--- src/rtl/opseq_pkg.sv ---
// Shared types and constants for the op_sequencer command sequencer.
package opseq_pkg;

  // Sequencer phases
  typedef enum logic [2:0] {
    ST_IDLE,
    ST_MM,
    ST_WR,
    ST_RD,
    ST_GAP
  } opseq_state_t;

  // Controller opcodes understood by the sequencer
  localparam logic [3:0] OP_IDLE = 4'd0;
  localparam logic [3:0] OP_MM   = 4'd1;
  localparam logic [3:0] OP_WR   = 4'd2;
  localparam logic [3:0] OP_RD   = 4'd3;

  // Opcode field position inside an operation word
  localparam int OPCODE_MSB = 3;
  localparam int OPCODE_LSB = 0;

endpackage

--- src/rtl/opseq_fifo.sv ---
// Synchronous FIFO for queued operation words.
// Push is ignored when full and pop is ignored when empty.
// Push and pop in the same cycle are both honoured.
module opseq_fifo #(
  parameter int WIDTH = 32,
  parameter int DEPTH = 4
) (
  input  logic             clk,
  input  logic             reset,
  input  logic             push,
  input  logic             pop,
  input  logic [WIDTH-1:0] wdata,
  output logic [WIDTH-1:0] rdata,
  output logic             full,
  output logic             empty
);

  localparam int AW = $clog2(DEPTH);
  localparam logic [AW:0] FULL_CNT = (AW+1)'(DEPTH);

  logic [WIDTH-1:0] mem_q [DEPTH];
  logic [AW-1:0]    rd_ptr_q, rd_ptr_d;
  logic [AW-1:0]    wr_ptr_q, wr_ptr_d;
  logic [AW:0]      count_q, count_d;
  logic             do_push, do_pop;

  assign full    = (count_q == FULL_CNT);
  assign empty   = (count_q == '0);
  assign rdata   = mem_q[rd_ptr_q];
  assign do_push = push && !full;
  assign do_pop  = pop && !empty;

  // Pointer and occupancy update
  always_comb begin
    // NOTE: every variable gets a default first so no path leaves it unassigned (no latch).
    rd_ptr_d = rd_ptr_q;
    wr_ptr_d = wr_ptr_q;
    count_d  = count_q;
    if (do_push) wr_ptr_d = wr_ptr_q + AW'(1);
    if (do_pop)  rd_ptr_d = rd_ptr_q + AW'(1);
    case ({do_push, do_pop})
      2'b10:   count_d = count_q + (AW+1)'(1);
      2'b01:   count_d = count_q - (AW+1)'(1);
      default: count_d = count_q;
    endcase
  end

  // Control registers; reset flushes the queue
  always_ff @(posedge clk) begin
    // NOTE: sequential state uses non-blocking assignments so all flops update together.
    if (reset) begin
      rd_ptr_q <= '0;
      wr_ptr_q <= '0;
      count_q  <= '0;
    end else begin
      rd_ptr_q <= rd_ptr_d;
      wr_ptr_q <= wr_ptr_d;
      count_q  <= count_d;
    end
  end

  // Storage array write
  always_ff @(posedge clk) begin
    // NOTE: storage is not reset; the cleared count guarantees stale entries are never read.
    if (do_push) mem_q[wr_ptr_q] <= wdata;
  end

endmodule

--- src/rtl/op_sequencer.sv ---
// Command sequencer in front of the matrix controller.
// Buffers host operation words, holds each on `operation` for as long as it
// needs, gates the controller enable for serial page write/read back-pressure,
// and inserts one idle GAP cycle after every operation.
// Optional performance counters are built when OPSEQ_PERF_EN is defined.
module op_sequencer
  import opseq_pkg::*;
#(
  parameter int DEPTH    = 4,
  parameter int MM_LEN   = 96,
  parameter int XFER_LEN = 128
) (
  input  logic        clk,
  input  logic        reset,
  input  logic        enable,
  input  logic        cmd_valid,
  output logic        cmd_ready,
  input  logic [31:0] cmd,
  input  logic        wr_valid,
  output logic        wr_ready,
  input  logic [31:0] wr_data,
  output logic        rd_valid,
  input  logic        rd_ready,
  output logic [31:0] rd_data,
  output logic [31:0] operation,
  output logic        ctl_enable,
  output logic [31:0] ctl_in_data,
  input  logic [31:0] ctl_out_data,
  output logic        busy,
  output logic        done,
  output logic        err,
  output logic [15:0] perf_ops,
  output logic [31:0] perf_stall
);

  localparam int CNT_MAX = (MM_LEN > XFER_LEN) ? MM_LEN : XFER_LEN;
  localparam int CNT_W   = $clog2(CNT_MAX);
  localparam logic [CNT_W-1:0] MM_LAST   = CNT_W'(MM_LEN - 1);
  localparam logic [CNT_W-1:0] XFER_LAST = CNT_W'(XFER_LEN - 1);

  opseq_state_t state_q, state_d;
  logic [31:0]  op_q, op_d;
  logic [CNT_W-1:0] cnt_q, cnt_d;
  logic         err_q, err_d;

  logic         fifo_push, fifo_pop, fifo_full, fifo_empty;
  logic [31:0]  fifo_head;
  logic [OPCODE_MSB-OPCODE_LSB:0] head_opc;
  logic         live;
  logic         xfer_beat;

  opseq_fifo #(
    .WIDTH (32),
    .DEPTH (DEPTH)
  ) u_fifo (
    .clk   (clk),
    .reset (reset),
    .push  (fifo_push),
    .pop   (fifo_pop),
    .wdata (cmd),
    .rdata (fifo_head),
    .full  (fifo_full),
    .empty (fifo_empty)
  );

  // Controller-facing strobes are only live outside reset and while enabled
  assign live      = enable && !reset;
  assign cmd_ready = !fifo_full && !reset;
  assign fifo_push = cmd_valid && cmd_ready && enable;
  assign head_opc  = fifo_head[OPCODE_MSB:OPCODE_LSB];
  assign operation = op_q;
  assign rd_data   = ctl_out_data;
  assign err       = err_q;
  assign busy      = (state_q != ST_IDLE) || !fifo_empty;

  // Next-state, beat counting and output muxing
  always_comb begin
    state_d     = state_q;
    op_d        = op_q;
    cnt_d       = cnt_q;
    err_d       = err_q;
    fifo_pop    = 1'b0;
    ctl_enable  = 1'b0;
    ctl_in_data = '0;
    wr_ready    = 1'b0;
    rd_valid    = 1'b0;
    done        = 1'b0;
    xfer_beat   = 1'b0;

    case (state_q)
      ST_IDLE: begin
        ctl_enable = live;
        if (enable && !fifo_empty) begin
          fifo_pop = 1'b1;
          case (head_opc)
            OP_MM: begin
              state_d = ST_MM;
              op_d    = fifo_head;
            end
            OP_WR: begin
              state_d = ST_WR;
              op_d    = fifo_head;
            end
            OP_RD: begin
              state_d = ST_RD;
              op_d    = fifo_head;
            end
            OP_IDLE: begin
              state_d = ST_GAP;
              op_d    = '0;
            end
            default: err_d = 1'b1;
          endcase
        end
      end

      ST_MM: begin
        ctl_enable = live;
        if (enable) begin
          if (cnt_q == MM_LAST) begin
            state_d = ST_GAP;
            cnt_d   = '0;
            op_d    = '0;
          end else begin
            cnt_d = cnt_q + CNT_W'(1);
          end
        end
      end

      ST_WR: begin
        wr_ready    = live;
        ctl_in_data = wr_data;
        ctl_enable  = live && wr_valid;
        xfer_beat   = enable && wr_valid;
      end

      ST_RD: begin
        rd_valid   = live;
        ctl_enable = live && rd_ready;
        xfer_beat  = enable && rd_ready;
      end

      ST_GAP: begin
        ctl_enable = live;
        done       = live;
        if (enable) state_d = ST_IDLE;
      end

      default: state_d = ST_IDLE;
    endcase

    // Shared beat counter for page write and page read
    if (xfer_beat) begin
      if (cnt_q == XFER_LAST) begin
        state_d = ST_GAP;
        cnt_d   = '0;
        op_d    = '0;
      end else begin
        cnt_d = cnt_q + CNT_W'(1);
      end
    end
  end

  // State registers; reset aborts any operation
  always_ff @(posedge clk) begin
    if (reset) begin
      state_q <= ST_IDLE;
      op_q    <= '0;
      cnt_q   <= '0;
      err_q   <= 1'b0;
    end else begin
      state_q <= state_d;
      op_q    <= op_d;
      cnt_q   <= cnt_d;
      err_q   <= err_d;
    end
  end

`ifdef OPSEQ_PERF_EN
  logic [15:0] perf_ops_q, perf_ops_d;
  logic [31:0] perf_stall_q, perf_stall_d;
  logic        mm_issue, xfer_stall;

  // Issued matmuls (wrapping) and stalled transfer cycles (saturating)
  always_comb begin
    mm_issue     = enable && (state_q == ST_IDLE) && !fifo_empty && (head_opc == OP_MM);
    xfer_stall   = enable && (((state_q == ST_WR) && !wr_valid) ||
                              ((state_q == ST_RD) && !rd_ready));
    perf_ops_d   = mm_issue ? perf_ops_q + 16'd1 : perf_ops_q;
    perf_stall_d = (xfer_stall && (perf_stall_q != '1)) ? perf_stall_q + 32'd1 : perf_stall_q;
  end

  // Performance counter registers
  always_ff @(posedge clk) begin
    if (reset) begin
      perf_ops_q   <= '0;
      perf_stall_q <= '0;
    end else begin
      perf_ops_q   <= perf_ops_d;
      perf_stall_q <= perf_stall_d;
    end
  end

  assign perf_ops   = perf_ops_q;
  assign perf_stall = perf_stall_q;
`else
  assign perf_ops   = '0;
  assign perf_stall = '0;
`endif

endmodule

--- config.mk ---
export PLATFORM = sky130hd
export DESIGN_NAME = op_sequencer
export DESIGN_NICKNAME = d
export VERILOG_FILES = /design/src/rtl/opseq_pkg.sv /design/src/rtl/opseq_fifo.sv /design/src/rtl/op_sequencer.sv
export SDC_FILE = /design/constraint.sdc
export NUM_CORES = 1
export LEC_CHECK = 0
export BUFFER_PORTS_ARGS = -buffer_cell sky130_fd_sc_hd__buf_2
export CAP_MARGIN = 5
export CORE_MARGIN = 10
export CORE_UTILIZATION = 55
export DETAILED_ROUTE_END_ITERATION = 10
export PLACE_DENSITY = 0.85
export SLEW_MARGIN = 20
export SYNTH_ARGS = -nofsm -noshare
export SYNTH_HDL_FRONTEND = slang
export SYNTH_SLANG_ARGS = --single-unit
--- constraint.sdc ---
create_clock -name clk -period 5.6 [get_ports clk]
set_input_delay 0.84 -clock clk [delete_from_list [all_inputs] [get_ports clk]]
set_output_delay 0.84 -clock clk [all_outputs]
set_load 0.03 [all_outputs]
# Yosys cells after proc, flatten, opt, wreduce, memory -nomap -nowiden
# Memories as Yosys holds them, arrays and structs flattened. A register that Yosys moved wholly into a read port is not among the register bits.
# Cells that the tools add are included.
# classes
n_addsub	5
eq_ne	12
n_mux	33
bitwise	1
reduce_logical	28
# ops
cell	n
$mux W32	6
$pmux W32 S2	2
$mux W7	5
$pmux W3 S4	2
$mux W3	6
$eq A7 B7 Y1 const B	2
$logic_and A1 B1 Y1	11
$eq A4 B2 Y1 const B	2
$add A7 B1 Y7 const B	1
$mux W1	7
$eq A3 B2 Y1 const B	2
$eq A3 B3 Y1 const B	2
$logic_not A3 Y1	2
$pmux W3 S2	1
$reduce_bool A2 Y1	3
$reduce_or A3 Y1	2
$add A2 B1 Y2 const B	2
$eq A4 B1 Y1 const B	1
$logic_not A4 Y1	1
$mux W2	2
$reduce_or A4 Y1	1
$add A3 B1 Y3 const B	1
$eq A3 B1 Y1 const B	1
$logic_not A1 Y1	3
11 further kinds	11
# word_totals
regBits	50
ramBits	128
input_bits	102
out_inout_bits	151
n_memories	1
# mem_list
name	depth	width	rd	rd_clocked_by_memory_dff	write_ports	line_no	text
u_fifo.mem_q	4	32	1	1	1	opseq_fifo.sv:21	logic [WIDTH-1:0] mem_q [DEPTH];

# Longest topological paths before layout
# Gate-level depths: netlist of run 1.
# depth
ltp_word	8
depth_mapped	11

# By module
# From an unflattened synthesis of run 1, not the netlist that was laid out.
# hier_totals
hier_cells	535
area_unflattened_um2	7915.1
# modules_own_cells
mod	instances	cells_each	area_each_um2
opseq_fifo	1	221	5143.7
op_sequencer	1	314	2771.4

# Worst setup path before layout of run 1
# No wires, ideal clock.
# synth_timing
path_kind	input-to-output
start	in wr_valid
end	out ctl_enable
t_arrival_ps	2162
setup_slack_ps	2598
path_stages	5
n_path_buf	1
cell_sequence	and3b_1 -> a21oi_1 -> clkbuf_1 -> a2bb2oi_1 -> a211oi_1
# synth_via
elab_chain_len	2
# synth_lines
element	line_no	text
from (decl)	op_sequencer.sv:19	input logic wr_valid,
$logic_and A1 B1 Y1	op_sequencer.sv:133	ctl_enable = live && wr_valid;
$pmux W1 S3	op_sequencer.sv:90	case (state_q)
to (decl)	op_sequencer.sv:26	output logic ctl_enable,
# Every way passes these cells.

# Worst setup path in the final report of run 1
# layout_timing
start	in enable
end	reg u_fifo.count_q[2]
# layout_via
elab_chain_len	6
# layout_lines
element	line_no	text
from (decl)	op_sequencer.sv:15	input logic enable,
$logic_and A1 B1 Y1	op_sequencer.sv:93	if (enable && !fifo_empty) begin
$mux W1	op_sequencer.sv:93	
$mux W1	op_sequencer.sv:90	
$logic_and A1 B1 Y1	opseq_fifo.sv:31	assign do_pop = pop && !empty;
$eq A2 B1 Y1 / $eq A2 B2 Y1 (equally long branches)	opseq_fifo.sv:41	case ({do_push, do_pop})
$pmux W3 S2 / $reduce_bool A2 Y1 (equally long branches)	n/a	
to (signal assigned)	opseq_fifo.sv:58	count_q <= count_d;
to (decl)	opseq_fifo.sv:24	logic [AW:0] count_q, count_d;
# Several ways; a longest one is shown, not always the timed one.
# A chain may end at the register's enable or synchronous reset.

==> key figures, run 1 <==
Yosys
  – Share of the synthesized area in the top cell type: between 40% and 50%
  – Largest family of logic cells by synthesized area: simple AND/OR/NAND/NOR gates
  – Top post-synthesis cells by area: edfxtp_1 (49%), dfxtp_1 (13%), mux4_2 (9.1%)
  – Post-synthesis mux area share: under 10%
  – Cells after synthesis: between 500 and 600
  – Netlist cell types: 50
  – Syn. warnings: 0
  – Async set-reset flop share out of synthesis: 0%
  – EDFF count, synth: 128
  – Synth Area in Simple Gates: 10.9%
  – Leading area contributor after synthesis: edfxtp_1
  – Top FF cell, synth: edfxtp_1
  – Sequential area share after synthesis: 61.9%
  – Post-Synth Adder-Cell Area: under 10%
  – Number of synthesized register bits: 180
  – Synth Area in Compound Gates: under 10%
  – Avg Inst Size Synth: about 14 um2
  – Xor and xnor area share after synthesis: less than 1%
  – Mapped Area: just under 0.008 mm2

Floorplanning
  – Core box area: approximately 0.014 mm2
  – Die Ht: roughly 140 um
  – Die width: roughly 140 um
  – Starting density of the core: between 50% and 60%
  – Die area: just under 0.02 mm2
  – # rows: 43
  – Io pins: ~250

Timing
  – Slew Limit Fails: 0
  – FMAX: just under 300 MHz
  – Period minus WS final: 3.42 ns
  – RSZ-0062 raised after global routing: false
  – Skew final: 0.0126 ns
  – PnR worst setup slack: between 2 and 2.5 ns
  – Crit share post-route: 61.0%
  – Rel. slew slack: a little over a quarter
  – Hold_ws: around 0.44 ns
  – Hold Vio Cnt, Final: 0
  – TNS Setup: 0 ns
  – Worst Tran Pin Value: ~1.1 ns
  – Setup violations, final: 0

Clock network
  – Reg clk slew, reported paths: around 0.07 ns
  – Post-CTS Hold Buffers: 0
  – H-Tree Depth: 4
  – Clock tree from TritonCTS: done
  – Post-CTS setup buffers: 0
  – CTS Buffer Depth: 2
  – Clk_lat worst skew: ~0.44 ns
  – CTS Root Cell: clkbuf_16
  – Resize count post-CTS: 0
  – CTS Buf Count: 17
  – Clk sinks: 180

Worst setup path
  – Critical path type: in -> reg
  – Critical-path cell list: buf_2, nor2b_1, nand3_1, clkinv_1, ha_1, inv_1, fa_1, xor2_1, or3_1, a21oi_1
  – Crit-path max cell delay: roughly 0.91 ns
  – CP delay by family, top: buffers and inverters
  – Startpoint Class: input pin
  – CP arrival: between 3 and 4 ns
  – Crit. End Element: register
  – Crit Path Max Fanout: 33
  – Critical path depth: 10
  – WP data required: 5.96 ns
  – Worst Path Buf+Inv: 3
  – R2R cell count: 9
  – Slowest CP cell: clkinv_1

Drt
  – DRT iter0 DRCs: 334
  – Router iterations before antenna repair: 5
  – Final WL: 20400 um
  – Vias per cell: around 5.6
  – Post-DRT Antenna Nets: 0
  – Wire length per cell after detailed routing: roughly 24 um
  – Total number of vias: about 4900
  – Number of remaining DRC errors: 0

Power
  – VDD IR max: approximately 270 uV
  – Pwr Total: between 0.003 and 0.004 W
  – Pwr dens: ~360 mW/mm2
  – Leakage dissipation: 3.27 nW

Place
  – DP Worst Slack: between 1.5 and 2 ns
  – Routability cong.: ~0.88
  – Hpwl dp: 14700 um
  – PortBufs: 140

GRT
  – Initial antenna violation count: 2
  – Number of global-route vias before repair: just over 5000
  – First-pass GRT wire length: approximately 30000 um
  – Total track usage: roughly a fifth
  – Grt total ovfl: 0
  – Largest net degree at the start of global routing: 34

Layout
  – Finished Core Util: a little over three fifths
  – Syn-to-layout area delta: 12.0%
  – Total area of sequential cells: between 0.004 and 0.005 mm2
  – Area taken by multi-input logic gates: between 0.002 and 0.0025 mm2
  – Share of cells above drive strength 1: around a third
  – Fill cell count: 1042
  – Final net count: a little under 800
  – Number of diodes: 0

Min path
  – Worst Hold Path Cells: 2
  – Hold crit path type: reg -> reg

Outcome
  – Status: complete, no violations

Job
  – MaxCap Viol Count: 0
## where the power goes
group | switching (W) | internal, W
clock | 0.000539 | 0.000588
sequential | 0.0000464 | 0.00147
combinational | 0.000341 | 0.000204
total | 0.000926 | 0.00226
## routing by layer
layer  vias to the layer above  GRT usage, %  share of wire, %
met3                        26          7.76               9.5
met4                         4          6.03               1.3
li1                       2203             -                 -
met2                       262          37.0                55
met5                         -             0              0.13
met1                      2384          20.7                34
## sequential cells by signal, indices dropped and copies added, names as in the netlist, named ones only
name and count:
state_q 3, u_fifo.rd_ptr_q 2, cnt_q 7, u_fifo.mem_q 128, err 1, u_fifo.count_q 3, u_fifo.wr_ptr_q 2, operation 32
## through the flow
step | area, um2 | std cells
after global placement | 8280 | 832
final | 8840 | 864
after detailed placement | 8280 | 832
after global routing | 8840 | 864
after CTS | 8840 | 864
after floorplan | 8070 | 619
## area by class of cell
| class | instances | area share (%) |
|---|---|---|
| multi-input cells | 314 | 27.0 |
| flip-flops and latches | 180 | 55.3 |
| inverters | 15 | 0.637 |
| clock buffers | 17 | 4.81 |
| well taps | 180 | 2.55 |
| clock inverters | 15 | 1.57 |
| repair buffers | 143 | 8.18 |
## worst reg2reg max path, cell delays in order, from the launching register on
cell and delay [ns]:
dfxtp_1 0.35, or3_1 0.40, nand3_1 0.21, clkinv_1 0.91, ha_1 0.63, inv_1 0.08, fa_1 0.17, xor2_1 0.08
or3_1 0.32, a21oi_1 0.17
## path summary, 6_finish.rpt
| path | startpoint | to | slack, ns |
|---|---|---|---|
| max reg2reg | u_fifo.count_q[2] | u_fifo.count_q[2] | 2.20 |
| min | operation[3] | operation[3] | 0.44 |
| min reg2reg | operation[3] | operation[3] | 0.44 |
| max | enable | u_fifo.count_q[2] | 2.18 |
## synthesized netlist by cell type, drive strengths merged (4+ instances only)
| library cell | n |
|---|---|
| a211oi | 6 |
| a21oi | 7 |
| and2 | 38 |
| buf | 95 |
| clkbuf | 15 |
| dfxtp | 52 |
| edfxtp | 128 |
| ha | 6 |
| inv | 14 |
| mux4 | 32 |
| nand2 | 29 |
| nand3 | 34 |
| nand4 | 5 |
| nor2 | 15 |
| nor3 | 4 |
| nor3b | 4 |
| o21ai | 5 |
| o22ai | 28 |
| o31ai | 5 |
| or2 | 6 |
| or3 | 4 |
| or4 | 4 |
## cells in the final DEF, fill, tap and decap left out, types with 17 or more instances in the layout
cell       count
conb_1        48
mux4_2        32
dfxtp_1       50
clkbuf_16     17
buf_2        140
edfxtp_1     128
and2_1        34
nand3_1       34
nand2_1       29
o22ai_1       28
## cells by family (layout without fill, tap and decap cells)
family                     Yosys count  after routing
AOI/OAI and AO/OA                   63             63
xor gates and xnor gates             5              5
adders and majority gates            7              7
buffers and inverters              125            190
DFF                                180            180
muxes                               34             34
other                                1             48
and+or+nand+nor                    157            157
(Power assumes the default switching activity.)
==> run 2, diff against run 1 <==
--- a/config.mk
+++ b/config.mk
@@ -8,9 +8,9 @@
 export BUFFER_PORTS_ARGS = -buffer_cell sky130_fd_sc_hd__buf_2
 export CAP_MARGIN = 5
 export CORE_MARGIN = 10
-export CORE_UTILIZATION = 55
+export CORE_UTILIZATION = 51
 export DETAILED_ROUTE_END_ITERATION = 10
-export PLACE_DENSITY = 0.85
+export PLACE_DENSITY = 0.8
 export SLEW_MARGIN = 20
 export SYNTH_ARGS = -nofsm -noshare
 export SYNTH_HDL_FRONTEND = slang
==> constraint.sdc (replaced) <==
create_clock -name clk -period 3.2 [get_ports clk]
set_input_delay 0.48 -clock clk [delete_from_list [all_inputs] [get_ports clk]]
set_output_delay 0.48 -clock clk [all_outputs]
set_load 0.03 [all_outputs]
==> key figures, run 2 (synthesis results as in run 1) <==
Place
  – Routability cong.: 0.826 (-6.7%)
  – Hpwl dp: 15000 um (+2.1%)
  – Area after DPL: 0.00838 mm2 (+1.2%)
  – PortBufs: 140 (unchanged)

Drt
  – Number of remaining DRC errors: 0 (unchanged)
  – DRT iter0 DRCs: 340 (+1.8%)
  – Wire length per cell after detailed routing: 23.5 um (-0.47%)
  – Met2 Wirelength: 11100 um (-1.1%)
  – Wire length on met3: 1800 um (-7.2%)
  – Final WL: 20800 um (+1.8%)
  – Metal1 wirelength: 7350 um (+4.9%)
  – Total number of vias: 4881 (+0.041%)
  – Vias per cell: 5.52 (-2.2%)
  – Router iterations before antenna repair: 5 (unchanged)
  – Highest metal used: met5
  – Post-DRT Antenna Nets: 0 (unchanged)

Power
  – Flop pwr share: 46.1% (-1.4 points)
  – Cell Int Power: 0.00420 W (+86%)
  – Leakage dissipation: 3.34 nW (+2.0%)
  – Net switching power: 0.00153 W (+65%)
  – Gate power share: 17.2% (about the same)
  – VDD IR max: 492 uV (+85%)
  – Pwr dens: 637 mW/mm2 (+77%)
  – Clock Power Share: 36.7% (+1.3 points)
  – Net Sw Frac: 26.6% (-2.5 points)

Clock network
  – Reg clk slew, reported paths: 0.07 ns (about the same)
  – Post-CTS Hold Buffers: 0 (unchanged)
  – H-Tree Depth: 4 (unchanged)
  – CTS Root Cell: clkbuf_16
  – Post-CTS setup buffers: 0 (unchanged)
  – Resize count post-CTS: 0 (unchanged)
  – Clock tree from TritonCTS: done
  – CTS Buf Count: 17 (unchanged)
  – Clk sinks: 180 (unchanged)
  – CTS Buffer Depth: 2 (unchanged)
  – Clk_lat worst skew: 0.42 ns (-0.02 ns)

Outcome
  – Status: complete, no violations

Worst setup path
  – Reg2reg setup slack: 0.75 ns (-1.45 ns)
  – CP delay by family, top: flip-flops
  – CP arrival: 1.98 ns (-1.80 ns)
  – Crit. End Element: output pin
  – Worst Path Buf+Inv: 2 (-1)
  – Startpoint Class: register
  – Critical path type: reg -> out
  – Crit Path Max Fanout: 15 (-55%)
  – Slowest CP cell: dfxtp_1
  – Crit-path max cell delay: 0.48 ns (-0.43 ns)
  – Critical-path cell list: and3b_1, a21oi_1, buf_4, a2bb2oi_1, a211oi_1, buf_2
  – WP data required: 2.72 ns (-3.24 ns)

Layout
  – Fill cell count: 1166 (+12%)
  – Most frequent cells in the layout: buf_2 (140), edfxtp_1 (128), dfxtp_1 (50), conb_1 (48)
  – Max reg flops: 128 (unchanged)
  – Share of cells above drive strength 1: 34.1% (+1.2 points)
  – Area taken by multi-input logic gates: 0.00238 mm2 (unchanged)
  – Syn-to-layout area delta: 13.9%
  – Reg with most FFs: u_fifo.mem_q
  – Total area of sequential cells: 0.00489 mm2 (unchanged)
  – Final net count: 792 (+1.5%)
  – Final cell area excluding filler cells: 0.00899 mm2 (+1.7%)
  – Number of diodes: 0 (unchanged)
  – Most common cell after layout, fill and taps aside: buf_2

Timing
  – TNS Setup: 0 ns (unchanged)
  – RSZ-0062 raised after global routing: false
  – FMAX: 406 MHz
  – Hold Vio Cnt, Final: 0 (unchanged)
  – Rel. slew slack: 52.3% (+26 points)
  – Slew Limit Fails: 0 (unchanged)
  – Setup violations, final: 0 (unchanged)
  – Skew final: 0.0105 ns (-0.00207 ns)
  – Crit share post-route: between 70 and 80%
  – Period minus WS final: ~2.5 ns
  – Worst Tran Pin Value: 0.716 ns (-0.385 ns)

GRT
  – Largest net degree at the start of global routing: 34 (unchanged)
  – Initial antenna violation count: 2 (unchanged)
  – Total track usage: 19.5% (-0.69 points)
  – Grt total ovfl: 0 (unchanged)
  – First-pass GRT wire length: 30100 um (-0.93%)
  – Number of global-route vias before repair: 5084 (+0.85%)

Min path
  – Hold crit path type: in -> reg

Floorplanning
  – Die Ht: 144 um (+3.3%)
  – Core box area: 0.0152 mm2 (+8.7%)
  – Die area: 0.0209 mm2 (+6.7%)
  – Starting density of the core: 51.9% (-4.5 points)
  – # rows: 45 (+4.7%)
  – Die width: 144 um (+3.3%)
  – Io pins: 253 (unchanged)

Job
  – MaxCap Viol Count: 0 (unchanged)
==> run 2: cell types whose count changed in the layout (fill, tap and decap cells not counted), sizes merged <==
cell      change
inv           -9
clkbuf        +5
clkinvlp      +5
clkinv        -3
bufinv        +2
buf          +12
==> run 2: final timing paths <==
check,startpoint,end,cells after the start
hold reg to reg,operation[3],operation[3],2
hold / removal,cmd[27],u_fifo.mem_q[3][27],1
setup reg to reg,cnt_q[0],operation[21],6
setup / recovery,state_q[1],ctl_enable,6
==> run 2: cell type report <==
cell class	count	area share, %
Tap cell	188	2.62
Clock inverter	10	1.35
Clock buffer	22	5.51
Sequential cell	180	54.3
Inverter	15	0.626
Multi-Input combinational cell	314	26.5
Timing Repair Buffer	155	9.04
==> run 2: through the flow <==
stage | util, % | std cells | total power, W | hold slack [ns] | setup slack, ns
after floorplan | - | 619 | 0.00353 | 0.465 | 0.762
after global placement | 55.1 | 852 | 0.00366 | 0.422 | 0.601
after detailed placement | 55.1 | 852 | 0.00368 | 0.424 | 0.558
after CTS | 59.2 | 884 | 0.00578 | 0.252 | 0.728
after global routing | 59.2 | 884 | 0.00596 | 0.256 | 0.576
final | 59.2 | 884 | 0.00573 | 0.268 | 0.740
==> run 2: power by group through the flow <==
stage	logic (W)	clock network, W	registers [W]
after floorplan	0.000840	0	0.00269
after global placement	0.000972	0	0.00269
after detailed placement	0.000989	0	0.00269
after CTS	0.000994	0.00214	0.00264
after global routing	0.00108	0.00223	0.00265
final	0.000985	0.00210	0.00264
==> run 2: per-layer routing <==
| layer | vias up | track usage, % |
|---|---|---|
| li1 | 2220 | - |
| met4 | 4 | 8.24 |
| met1 | 2396 | 21.0 |
| met5 | - | 0 |
| met3 | 33 | 5.02 |
| met2 | 228 | 35.4 |
==> run 3, diff against run 2 <==
--- a/config.mk
+++ b/config.mk
@@ -5,6 +5,7 @@
 export SDC_FILE = /design/constraint.sdc
 export NUM_CORES = 1
 export LEC_CHECK = 0
+export ABC_AREA = 1
 export BUFFER_PORTS_ARGS = -buffer_cell sky130_fd_sc_hd__buf_2
 export CAP_MARGIN = 5
 export CORE_MARGIN = 10
==> constraint.sdc (replaced) <==
create_clock -name clk -period 2.6 [get_ports clk]
set_input_delay 0.39 -clock clk [delete_from_list [all_inputs] [get_ports clk]]
set_output_delay 0.39 -clock clk [all_outputs]
set_load 0.03 [all_outputs]
==> key figures, run 3 <==
Power
  – Cell Int Power: 0.00481 W (+14%)
  – Flop pwr share: 48.0% (+1.9 points)
  – Gate power share: 12.1% (-5.1 points)
  – Clock Power Share: 39.9% (+3.2 points)
  – Net switching power: 0.00178 W (+17%)
  – Net Sw Frac: 27.0% (+0.38 points)
  – Pwr dens: 721 mW/mm2 (+13%)
  – Leakage dissipation: 3.80 nW (+14%)
  – VDD IR max: 690 uV (+40%)

Job
  – MaxCap Viol Count: 0 (unchanged)

Worst setup path
  – Worst R2R Start: state_q[2]
  – Crit-path max cell delay: 0.34 ns (-0.14 ns)
  – Crit Path Max Fanout: 11 (-4)
  – Crit. End Element: output pin
  – Critical path type: reg -> out
  – R2R Path End: u_fifo.count_q[2]
  – Slowest CP cell: dfxtp_1
  – Startpoint Class: register
  – Critical-path cell list: inv_2, nand2_1, nor2_1, nand2_1, nand2_1, o21a_1, buf_2
  – WP data required: 2.21 ns (-0.51 ns)
  – R2R cell count: 12 (+6)
  – Critical Path Most Common Cell: nand2_1
  – CP arrival: 1.96 ns (-0.02 ns)
  – Reg2reg setup slack: 0.36 ns (-0.39 ns)

Yosys
  – Async set-reset flop share out of synthesis: 0% (unchanged)
  – Top FF cell, synth: edfxtp_1
  – Avg Inst Size Synth: 10.2 um2 (-26%)
  – Leading area contributor after synthesis: edfxtp_1
  – Syn. warnings: 0 (unchanged)
  – Number of synthesized register bits: 180 (unchanged)
  – Top post-synthesis cells by area: edfxtp_1 (48%), dfxtp_1 (13%), buf_4 (7.8%)
  – Share of the synthesized area in the top cell type: 48.2% (-0.44 points)
  – Top post-synthesis cells by count: edfxtp_1 (128), nor2_1 (124), buf_4 (83)
  – EDFF count, synth: 128 (unchanged)
  – Cells after synthesis: 784 (+37%)
  – Netlist cell types: 32 (-36%)
  – Top-count cell post-synth: edfxtp_1
  – Sequential area share after synthesis: 61.3% (-0.56 points)
  – Mapped Area: 0.00797 mm2 (+0.92%)

Place
  – PortBufs: 140 (unchanged)
  – DP Worst Slack: 0.415 ns (-0.143 ns)
  – Hpwl dp: 15100 um (+0.83%)
  – Placed cells: 1083 (+27%)
  – Routability cong.: 0.899 (+8.8%)

Min path
  – Hold Startpoint: cmd[18]
  – Hold crit path type: in -> reg
  – WHS Endpoint: u_fifo.mem_q[3][18]
  – Worst Hold Path Cells: 1 (unchanged)

Clock network
  – Clk sinks: 180 (unchanged)
  – CTS Buffer Depth: 2 (unchanged)
  – Clk_lat worst skew: 0.43 ns (about the same)
  – CTS Buf Count: 17 (unchanged)
  – CTS Root Cell: clkbuf_16
  – Post-CTS Hold Buffers: 0 (unchanged)
  – Reg clk slew, reported paths: 0.07 ns (about the same)
  – Clock tree from TritonCTS: done
  – H-Tree Depth: 4 (unchanged)

Layout
  – Most common cell after layout, fill and taps aside: buf_2
  – Syn-to-layout area delta: 14.7%
  – Max reg flops: 128 (unchanged)
  – Share of cells above drive strength 1: 23.7% (-10 points)
  – Final net count: 1000 (+26%)
  – Layout Cells excl Fill: 1118 (+26%)
  – Most frequent cells in the layout: buf_2 (140), edfxtp_1 (128), nor2_1 (120), nand2_1 (77)
  – Finished Core Util: 59.9% (+0.75 points)
  – Reg with most FFs: u_fifo.mem_q

GRT
  – First-pass GRT wire length: 32400 um (+7.7%)
  – Total track usage: 19.6% (+0.065 points)
  – Number of global-route vias before repair: 5622 (+11%)
  – Initial antenna violation count: 6 (+4)
  – Grt total ovfl: 0 (unchanged)
  – Largest net degree at the start of global routing: 43 (+26%)

Drt
  – Wire length per cell after detailed routing: 19.0 um (-19%)
  – Number of remaining DRC errors: 0 (unchanged)
  – Post-DRT Antenna Nets: 0 (unchanged)
  – Vias per cell: 5.09 (-7.8%)
  – Final WL: 21200 um (+2.1%)
  – Router iterations before antenna repair: 5 (unchanged)
  – DRT iter0 DRCs: 417 (+23%)
  – Total number of vias: 5691 (+17%)

Timing
  – Skew final: 0.0111 ns (+0.000629 ns)
  – Setup violations, final: 0 (unchanged)
  – Hold_ws: 0.172 ns (-0.0960 ns)
  – FMAX: around 430 MHz
  – Hold Vio Cnt, Final: 0 (unchanged)
  – PnR worst setup slack: 0.253 ns (-0.487 ns)
  – Crit share post-route: 90.3%
  – Worst Tran Pin Value: 0.614 ns (-0.102 ns)
  – Slew Limit Fails: 0 (unchanged)
  – Rel. slew slack: 59.0% (+6.7 points)
  – RSZ-0062 raised after global routing: false
  – Period minus WS final: 2.35 ns

Outcome
  – Status: complete, no violations

Floorplanning
  – Core box area: 0.0153 mm2 (+0.37%)
  – Die area: 0.0210 mm2 (+0.79%)
  – # rows: 45 (unchanged)
  – Starting density of the core: 52.2% (+0.28 points)
  – Die Ht: 145 um (+0.39%)
  – Die width: 145 um (+0.39%)
  – Io pins: 253 (unchanged)
-- run 3: worst max-delay path by stage --
stage                from                  to  slack [ns]  cells past startpoint
6_report       state_q[2]          ctl_enable        0.25                      7
5_1_grt        state_q[2]   u_fifo.count_q[2]        0.06                     12
4_1_cts        state_q[2]     ctl_in_data[27]        0.17                      7
3_5_place_dp   state_q[2]   u_fifo.count_q[2]        0.42                     12
3_3_place_gp   state_q[2]   u_fifo.count_q[2]        0.43                     12
2_1_floorplan       reset  u_fifo.mem_q[0][0]       -0.15                      4
-- run 3: area by class of cell --
cell class,instances,area (um2)
timing repair buffer,156,871
tap,211,264
antenna,3,7.51
fill,1234,6120
multi-input combinational,466,2230
inverter,70,263
clock inverter,15,194
clock buffer,17,425
sequential,180,4880
-- run 3: cells by family after synthesis --
logic type,after synthesis,share of synthesized area [%]
AOI/OAI and AO/OA,141,9.36
xor gates and xnor gates,2,0.220
adders and majority gates,7,1.19
buffers and inverters,185,13.3
DFF,180,61.3
other,1,0.0471
and+or+nand+nor,268,14.6
-- run 3: metal layers --
layer	vias up	global-route usage (%)	routed length (um)
li1	2723	-	-
met3	24	8.51	2290
met2	317	34.5	10900
met4	8	5.31	256
met1	2619	20.7	7700
met5	-	1.18	67
-- run 3: power by group through the flow --
stage	Sequential [W]	Clock [W]	Combinational [W]
after CTS	0.00317	0.00266	0.000796
final	0.00317	0.00263	0.000795
after global placement	0.00323	0	0.000780
after floorplan	0.00326	0	0.000672
after detailed placement	0.00323	0	0.000792
after global routing	0.00317	0.00278	0.000877
-- run 3: what timing repair did --
item / CTS / global route
gates resized for setup: 0 / 1
buffers inserted: 0 / 0
endpoints found under the setup margin: 0 / 3
-- run 3: worst max-delay path: cells and delay by family (launching register included) --
family / cells / cell delay (ns)
AOI/OAI and AO/OA: 1 / 0.18
buffers and inverters: 2 / 0.28
DFF: 1 / 0.34
and+or+nand+nor: 4 / 0.74
-- run 3: through the flow --
stage / setup TNS [ns] / area, um2 / total power [W]
after floorplan: -19.16 / 8140 / 0.00393
after global placement: 0 / 8510 / 0.00401
after detailed placement: 0 / 8510 / 0.00402
after CTS: 0 / 9130 / 0.00662
after global routing: 0 / 9140 / 0.00683
final: 0 / 9140 / 0.00659
